[config.mk]
export PLATFORM = sky130hd
export DESIGN_NAME = calc_bin2bcd_flat
export DESIGN_NICKNAME = d
export VERILOG_FILES = /design/src/rtl/calc_pkg.sv /design/src/rtl/calc_bin2bcd_if.sv /design/src/rtl/calc_bcd_add3.sv /design/src/rtl/calc_bin2bcd.sv /design/src/flat_wrapper.sv
export SDC_FILE = /design/constraint.sdc
export NUM_CORES = 1
export LEC_CHECK = 0
export CELL_PAD_IN_SITES_DETAIL_PLACEMENT = 1
export CELL_PAD_IN_SITES_GLOBAL_PLACEMENT = 1
export CORE_MARGIN = 8
export CORE_UTILIZATION = 46
export CTS_BUF_LIST = sky130_fd_sc_hd__clkbuf_8
export DETAILED_ROUTE_END_ITERATION = 8
export PLACE_DENSITY = 0.95
export RECOVER_POWER = 50
export SETUP_SLACK_MARGIN = 0.02
export SYNTH_ARGS = -nofsm -noshare
export SYNTH_HDL_FRONTEND = slang
export SYNTH_HIERARCHICAL = 1
export SYNTH_SLANG_ARGS = --single-unit
[constraint.sdc]
create_clock -name clk -period 4.2 [get_ports clk]
set_clock_uncertainty 0.15 [all_clocks]
set_input_delay 1.05 -clock clk [delete_from_list [all_inputs] [get_ports clk]]
set_output_delay 1.05 -clock clk [all_outputs]
set_load 0.02 [all_outputs]
[src/rtl/calc_pkg.sv]
// calc_pkg: shared widths, converter FSM states and upstream calculator opcodes
package calc_pkg;
  localparam int WIDTH = 64;
  localparam int DIGITS = 20;
  localparam int CW = $clog2(WIDTH + 1);
  localparam int NDW = 5;
  typedef enum logic [1:0] {S_IDLE, S_SHIFT, S_FINISH, S_DONE} state_t;
  typedef enum logic [2:0] {OP_ADD, OP_SUB, OP_MUL, OP_DIV, OP_MOD} op_t;
endpackage

[src/rtl/calc_bin2bcd_if.sv]
// calc_bin2bcd_if: in_* word handshake upstream, out_* result handshake downstream; master=driver, slave=converter
interface calc_bin2bcd_if;
  import calc_pkg::*;
  logic                  in_valid;
  logic                  in_ready;
  logic [WIDTH-1:0]      in_data;
  logic                  in_signed;
  logic                  out_valid;
  logic                  out_ready;
  logic [4*DIGITS-1:0]   out_bcd;
  logic                  out_neg;
  logic [NDW-1:0]        out_ndigits;
  modport master (output in_valid, in_data, in_signed, out_ready,
                  input in_ready, out_valid, out_bcd, out_neg, out_ndigits);
  modport slave (input in_valid, in_data, in_signed, out_ready,
                 output in_ready, out_valid, out_bcd, out_neg, out_ndigits);
endinterface

[src/rtl/calc_bcd_add3.sv]
// calc_bcd_add3: i_d (4b digit) -> o_d, adds 3 when digit >= 5
module calc_bcd_add3 (
  input  logic [3:0] i_d,
  output logic [3:0] o_d
);
  assign o_d = (i_d >= 4'd5) ? i_d + 4'd3 : i_d;
endmodule

[src/rtl/calc_bin2bcd.sv]
// calc_bin2bcd: clk, rst, bus(slave) -- double-dabble binary to packed BCD with sign and digit count
module calc_bin2bcd
  import calc_pkg::*;
(
  input logic clk,
  input logic rst,
  calc_bin2bcd_if.slave bus
);
  state_t              r_state, w_next;
  logic [CW-1:0]       r_cnt;
  logic [WIDTH-1:0]    r_mag;
  logic [4*DIGITS-1:0] r_bcd, w_adj, r_out_bcd;
  logic                r_neg, r_out_neg, w_neg_in;
  logic [NDW-1:0]      r_out_nd, w_nd;
  for (genvar g = 0; g < DIGITS; g++) begin : g_adj
    calc_bcd_add3 u_add3 (.i_d(r_bcd[4*g +: 4]), .o_d(w_adj[4*g +: 4]));
  end
  assign w_neg_in = bus.in_signed & bus.in_data[WIDTH-1];
  always_comb begin
    w_nd = NDW'(1);
    for (int k = 0; k < DIGITS; k++)
      if (r_bcd[4*k +: 4] != 4'd0) w_nd = NDW'(k + 1);
  end
  always_comb begin
    w_next = r_state;
    if (r_state == S_IDLE && bus.in_valid) w_next = S_SHIFT;
    if (r_state == S_SHIFT && r_cnt == CW'(WIDTH - 1)) w_next = S_FINISH;
    if (r_state == S_FINISH) w_next = S_DONE;
    if (r_state == S_DONE && bus.out_ready) w_next = S_IDLE;
  end
  always_ff @(posedge clk) begin
    if (rst) begin
      r_state   <= S_IDLE;
      r_cnt     <= '0;
      r_mag     <= '0;
      r_bcd     <= '0;
      r_neg     <= 1'b0;
      r_out_bcd <= '0;
      r_out_neg <= 1'b0;
      r_out_nd  <= '0;
    end else begin
      r_state <= w_next;
      if (r_state == S_IDLE && bus.in_valid) begin
        r_mag <= w_neg_in ? -bus.in_data : bus.in_data;
        r_neg <= w_neg_in;
        r_bcd <= '0;
        r_cnt <= '0;
      end
      if (r_state == S_SHIFT) begin
        r_bcd <= {w_adj[4*DIGITS-2:0], r_mag[WIDTH-1]};
        r_mag <= {r_mag[WIDTH-2:0], 1'b0};
        r_cnt <= r_cnt + 1'b1;
      end
      if (r_state == S_FINISH) begin
        r_out_bcd <= r_bcd;
        r_out_neg <= r_neg;
        r_out_nd  <= w_nd;
      end
    end
  end
  assign bus.in_ready    = (r_state == S_IDLE);
  assign bus.out_valid   = (r_state == S_DONE);
  assign bus.out_bcd     = r_out_bcd;
  assign bus.out_neg     = r_out_neg;
  assign bus.out_ndigits = r_out_nd;
endmodule

[src/flat_wrapper.sv]
// flat-port wrapper written by rule: the top's interface ports become plain ports
module calc_bin2bcd_flat import calc_pkg::*;
  (clk, rst, bus_in_valid, bus_in_data, bus_in_signed, bus_out_ready, bus_in_ready, bus_out_valid, bus_out_bcd, bus_out_neg, bus_out_ndigits);
  calc_bin2bcd_if bus_i ();
  input logic clk;
  input logic rst;
  input wire logic [$bits(bus_i.in_valid)-1:0] bus_in_valid;
  input wire logic [$bits(bus_i.in_data)-1:0] bus_in_data;
  input wire logic [$bits(bus_i.in_signed)-1:0] bus_in_signed;
  input wire logic [$bits(bus_i.out_ready)-1:0] bus_out_ready;
  output wire logic [$bits(bus_i.in_ready)-1:0] bus_in_ready;
  output wire logic [$bits(bus_i.out_valid)-1:0] bus_out_valid;
  output wire logic [$bits(bus_i.out_bcd)-1:0] bus_out_bcd;
  output wire logic [$bits(bus_i.out_neg)-1:0] bus_out_neg;
  output wire logic [$bits(bus_i.out_ndigits)-1:0] bus_out_ndigits;
  assign bus_i.in_valid = bus_in_valid;
  assign bus_i.in_data = bus_in_data;
  assign bus_i.in_signed = bus_in_signed;
  assign bus_i.out_ready = bus_out_ready;
  assign bus_in_ready = bus_i.in_ready;
  assign bus_out_valid = bus_i.out_valid;
  assign bus_out_bcd = bus_i.out_bcd;
  assign bus_out_neg = bus_i.out_neg;
  assign bus_out_ndigits = bus_i.out_ndigits;
  calc_bin2bcd u_core (.clk(clk), .rst(rst), .bus(bus_i));
endmodule
==> impl_results.html <==
<table>
<tr><th>Metric</th><th>Value</th></tr>
<tr><th colspan="2">CTS</th></tr>
<tr><td>Clock sink count</td><td>240</td></tr>
<tr><td>Cell chosen for the clock root</td><td>sky130_fd_sc_hd__clkbuf_8</td></tr>
<tr><td>Clock tree from TritonCTS</td><td>built</td></tr>
<tr><td>Number of buffers inserted by hold repair at cts</td><td>0</td></tr>
<tr><td>Depth of the CTS H-tree</td><td>2</td></tr>
<tr><td>Skew-Pair Late Insertion Delay</td><td>0.54 ns</td></tr>
<tr><td>TritonCTS buffer count</td><td>43</td></tr>
<tr><td>CTS clock-pin slew for the worst setup and hold paths</td><td>0.06 ns</td></tr>
<tr><td>Count of cells resized by post-cts repair</td><td>0</td></tr>
<tr><td>CTS Buffer Depth</td><td>3</td></tr>
<tr><td>Number of buffers added for setup after CTS</td><td>0</td></tr>
<tr><th colspan="2">Yosys</th></tr>
<tr><td>Instance count of the mapped netlist</td><td>1678</td></tr>
<tr><td>Yosys warnings</td><td>6</td></tr>
<tr><td>Syn Area/Cell</td><td>7.59 um2</td></tr>
<tr><td>Net count of the mapped netlist</td><td>1789</td></tr>
<tr><td>Combined area of all synthesized cells</td><td>0.0127 mm2</td></tr>
<tr><th colspan="2">STA</th></tr>
<tr><td>Post-route minimum period</td><td>3.55 ns</td></tr>
<tr><td>Tightest slew margin relative to the limit</td><td>-25.4%</td></tr>
<tr><td>Aggregate negative setup slack</td><td>0 ns</td></tr>
<tr><td>Setup-failing EPs final</td><td>0</td></tr>
<tr><td>Final clock period utilization by the worst path</td><td>84.6%</td></tr>
<tr><td>Max Clk Rate</td><td>0.281 GHz</td></tr>
<tr><td>Tightest Pin Transition</td><td>1.88 ns</td></tr>
<tr><td>Count of final hold-check violations</td><td>0</td></tr>
<tr><td>Pins Over Slew Limit</td><td>176</td></tr>
<tr><td>Setup repair after global routing missed its margin</td><td>no</td></tr>
<tr><th colspan="2">Power</th></tr>
<tr><td>Areal power density over the cells</td><td>333 mW/mm2</td></tr>
<tr><td>Gate power share</td><td>9.3%</td></tr>
<tr><td>Leakage power summed over all cells</td><td>5.55 nW</td></tr>
<tr><td>Cell-internal power</td><td>3.83 mW</td></tr>
<tr><td>Max IR drop VDD</td><td>0.185 mV</td></tr>
<tr><td>Seq pwr share</td><td>45.9%</td></tr>
<tr><td>Psw</td><td>1.32 mW</td></tr>
<tr><td>Fraction of power consumed by the clock network</td><td>44.8%</td></tr>
<tr><td>Switch share</td><td>25.7%</td></tr>
<tr><th colspan="2">Worst setup path</th></tr>
<tr><td>Data arrival at the endpoint of the critical path</td><td>3.81 ns</td></tr>
<tr><td>Critical path capture point type</td><td>flip-flop</td></tr>
<tr><td>Critical path fanouts, max</td><td>9</td></tr>
<tr><td>Startpoint type of the worst setup path</td><td>input port</td></tr>
<tr><td>Worst path required time</td><td>4.46 ns</td></tr>
<tr><td>Cells along the critical path</td><td>clkdlybuf4s50_1 -&gt; inv_1 -&gt; ha_1 -&gt; nor3b_2 -&gt; nand3_2 -&gt; nor3_2 -&gt; a41oi_1 -&gt; xnor2_1 -&gt; o22ai_1</td></tr>
<tr><td>Delay contributed by the slowest stage of the critical path</td><td>0.63 ns</td></tr>
<tr><td>Start-to-end type of the worst setup path</td><td>in -&gt; reg</td></tr>
<tr><td>Critical path's slowest cell</td><td>sky130_fd_sc_hd__nor3_2</td></tr>
<tr><th colspan="2">Final layout</th></tr>
<tr><td>Relative area change from synthesis to final layout</td><td>21.4%</td></tr>
<tr><td>Multi-input gate area in the final layout</td><td>0.00738 mm2</td></tr>
<tr><td>Number of inserted diodes</td><td>0</td></tr>
<tr><td>Layout cells sized above 1</td><td>7.31%</td></tr>
<tr><td>Final Net Count</td><td>1903</td></tr>
<tr><td>Post-route core utilization</td><td>56.1%</td></tr>
<tr><td>Number of fill cells in the layout</td><td>3374</td></tr>
<tr><td>Register area</td><td>0.00480 mm2</td></tr>
<tr><th colspan="2">GRT</th></tr>
<tr><td>Pin count of the biggest net entering global routing</td><td>152</td></tr>
<tr><td>Antenna violations before repair</td><td>0</td></tr>
<tr><td>Global router's overall resource usage</td><td>23.8%</td></tr>
<tr><td>Remaining global-route overflow</td><td>0</td></tr>
<tr><td>Via count of the first global-routing pass</td><td>13400</td></tr>
<tr><td>Wire length of the first global-routing pass</td><td>67100 um</td></tr>
<tr><th colspan="2">Min path</th></tr>
<tr><td>Path class of the lowest-slack min-delay path</td><td>reg -&gt; reg</td></tr>
<tr><th colspan="2">Routing</th></tr>
<tr><td>DRC viols</td><td>0</td></tr>
<tr><td>DR vias/cell</td><td>5.78</td></tr>
<tr><td>First-pass iteration count of the detailed router</td><td>5</td></tr>
<tr><td>Number of vias after detailed routing</td><td>12700</td></tr>
<tr><td>Starting DRT DRC Count</td><td>770</td></tr>
<tr><td>Post-DRT Antenna Nets</td><td>0</td></tr>
<tr><td>Average wire length per cell after detail routing</td><td>18.6 um</td></tr>
<tr><td>Final WL</td><td>41000 um</td></tr>
<tr><th colspan="2">Placed design</th></tr>
<tr><td>Buffers added on ports</td><td>156</td></tr>
<tr><td>Gpl congestion</td><td>0.894</td></tr>
<tr><td>Post-detailed-placement half-perimeter wirelength</td><td>26200 um</td></tr>
<tr><th colspan="2">Floorplanning</th></tr>
<tr><td>Die outline width</td><td>182 um</td></tr>
<tr><td>Die boundary height</td><td>182 um</td></tr>
<tr><td>DIE AREA</td><td>0.0333 mm2</td></tr>
<tr><td>Starting Density</td><td>46.2%</td></tr>
<tr><td>Number of I/O pins</td><td>157</td></tr>
<tr><td>Core area</td><td>0.0276 mm2</td></tr>
<tr><td>Count of standard-cell rows</td><td>61</td></tr>
<tr><th colspan="2">Job</th></tr>
<tr><td>Max-cap violations</td><td>2</td></tr>
<tr><th colspan="2">Status</th></tr>
<tr><td>Result of the run</td><td>complete, but fails checks</td></tr>
<tr><td>Failing checks</td><td>capacitance limit, slew limit</td></tr>
</table>
[power groups by stage]
stage | sequential (mW) | clock (mW) | combinational [mW]
4_1_cts | 2.36 | 2.36 | 0.477
2_1_floorplan | 2.40 | 0 | 0.282
3_5_place_dp | 2.41 | 0 | 0.471
3_3_place_gp | 2.40 | 0 | 0.452
5_1_grt | 2.36 | 2.45 | 0.517
6_report | 2.36 | 2.30 | 0.481
[cell type report]
type                       instances  share of cell area [%]
clock buffer                      60                    5.34
clock inverter                    12                   0.502
inverter                          48                    1.16
multi-input combinational       1284                    47.7
sequential                       240                    31.1
tap                              378                    3.06
timing repair buffer             175                    11.1
[cells in the final DEF, fill, tap and decap left out, drive strengths merged, types with 2 or more instances in the layout]
cell type and count:
a22oi 28, or4 14, o31a 2, a21oi 245, nand2 370, or2 4, a31oi 25, xnor2 52
o22ai 32, a2111oi 2, buf 18, nor2b 4, o21a 9, clkdlybuf4s50 154, a41oi 8, o21ai 55
inv 54, clkbuf 62, dfxtp 240, and2 9, and3b 2, nor4 25, or3 8, nor2 71
nor3 20, nand4 4, a221oi 5, nand3b 3, o31ai 9, nor3b 2, nand3 104, o41ai 3
and3 26, xor2 18, nand2b 45, mux2i 21, clkinv 5, a211oi 4, ha 42
[critical path, delay by kind of cell]
family | cells | cell delay, ns
adder cells (fa/ha/maj) | 1 | 0.19
buffers and inverters | 2 | 0.62
XOR/XNOR | 1 | 0.21
AO/OA/AOI/OAI | 2 | 0.36
AND/OR/NAND/NOR | 3 | 1.37
[through the flow]
step | power (mW) | hold WS, ns | cells | area (um2) | setup WS (ns)
global route | 5.33 | 0.323 | 2197 | 15500 | 0.441
detailed placement | 2.88 | 0.297 | 2125 | 14600 | 0.200
global placement | 2.86 | 0.293 | 2125 | 14600 | 0.434
CTS | 5.19 | 0.305 | 2197 | 15500 | 0.792
floorplan | 2.68 | 0.282 | 1678 | 12700 | 1.27
finish | 5.15 | 0.302 | 2197 | 15500 | 0.647
[worst paths after layout]
| kind | start | end | slack, ns | depth (start not counted) |
|---|---|---|---|---|
| max | bus_in_data[1] | u_core/r_mag[56]$_SDFFE_PP0P_ | 0.65 | 9 |
| min | u_core/bus.out_bcd[16]$_SDFFE_PP0P_ | u_core/bus.out_bcd[16]$_SDFFE_PP0P_ | 0.30 | 2 |
| max reg2reg | u_core/r_state[1]$_SDFFE_PP0P_ | u_core/r_bcd[59]$_SDFFE_PP0P_ | 0.73 | 4 |
| min reg2reg | u_core/bus.out_bcd[16]$_SDFFE_PP0P_ | u_core/bus.out_bcd[16]$_SDFFE_PP0P_ | 0.30 | 2 |
[per-layer routing]
layer  routed length (um)  track usage, %  vias up
met1                17200            27.4     6188
met5                    0               0        -
met2                20700            43.6      376
li1                     -               -     6047
met3                 1990            3.94       98
met4                 1130            8.63        0
[state kept, by name, indices dropped and copies added, names as in the netlist]
signal,count
u_core/r_neg,1
u_core/r_state,2
u_core/r_cnt,7
u_core/bus.out_ndigits,5
u_core/bus.out_neg,1
u_core/r_bcd,80
u_core/bus.out_bcd,80
u_core/r_mag,64
(Power assumes the default switching activity.)
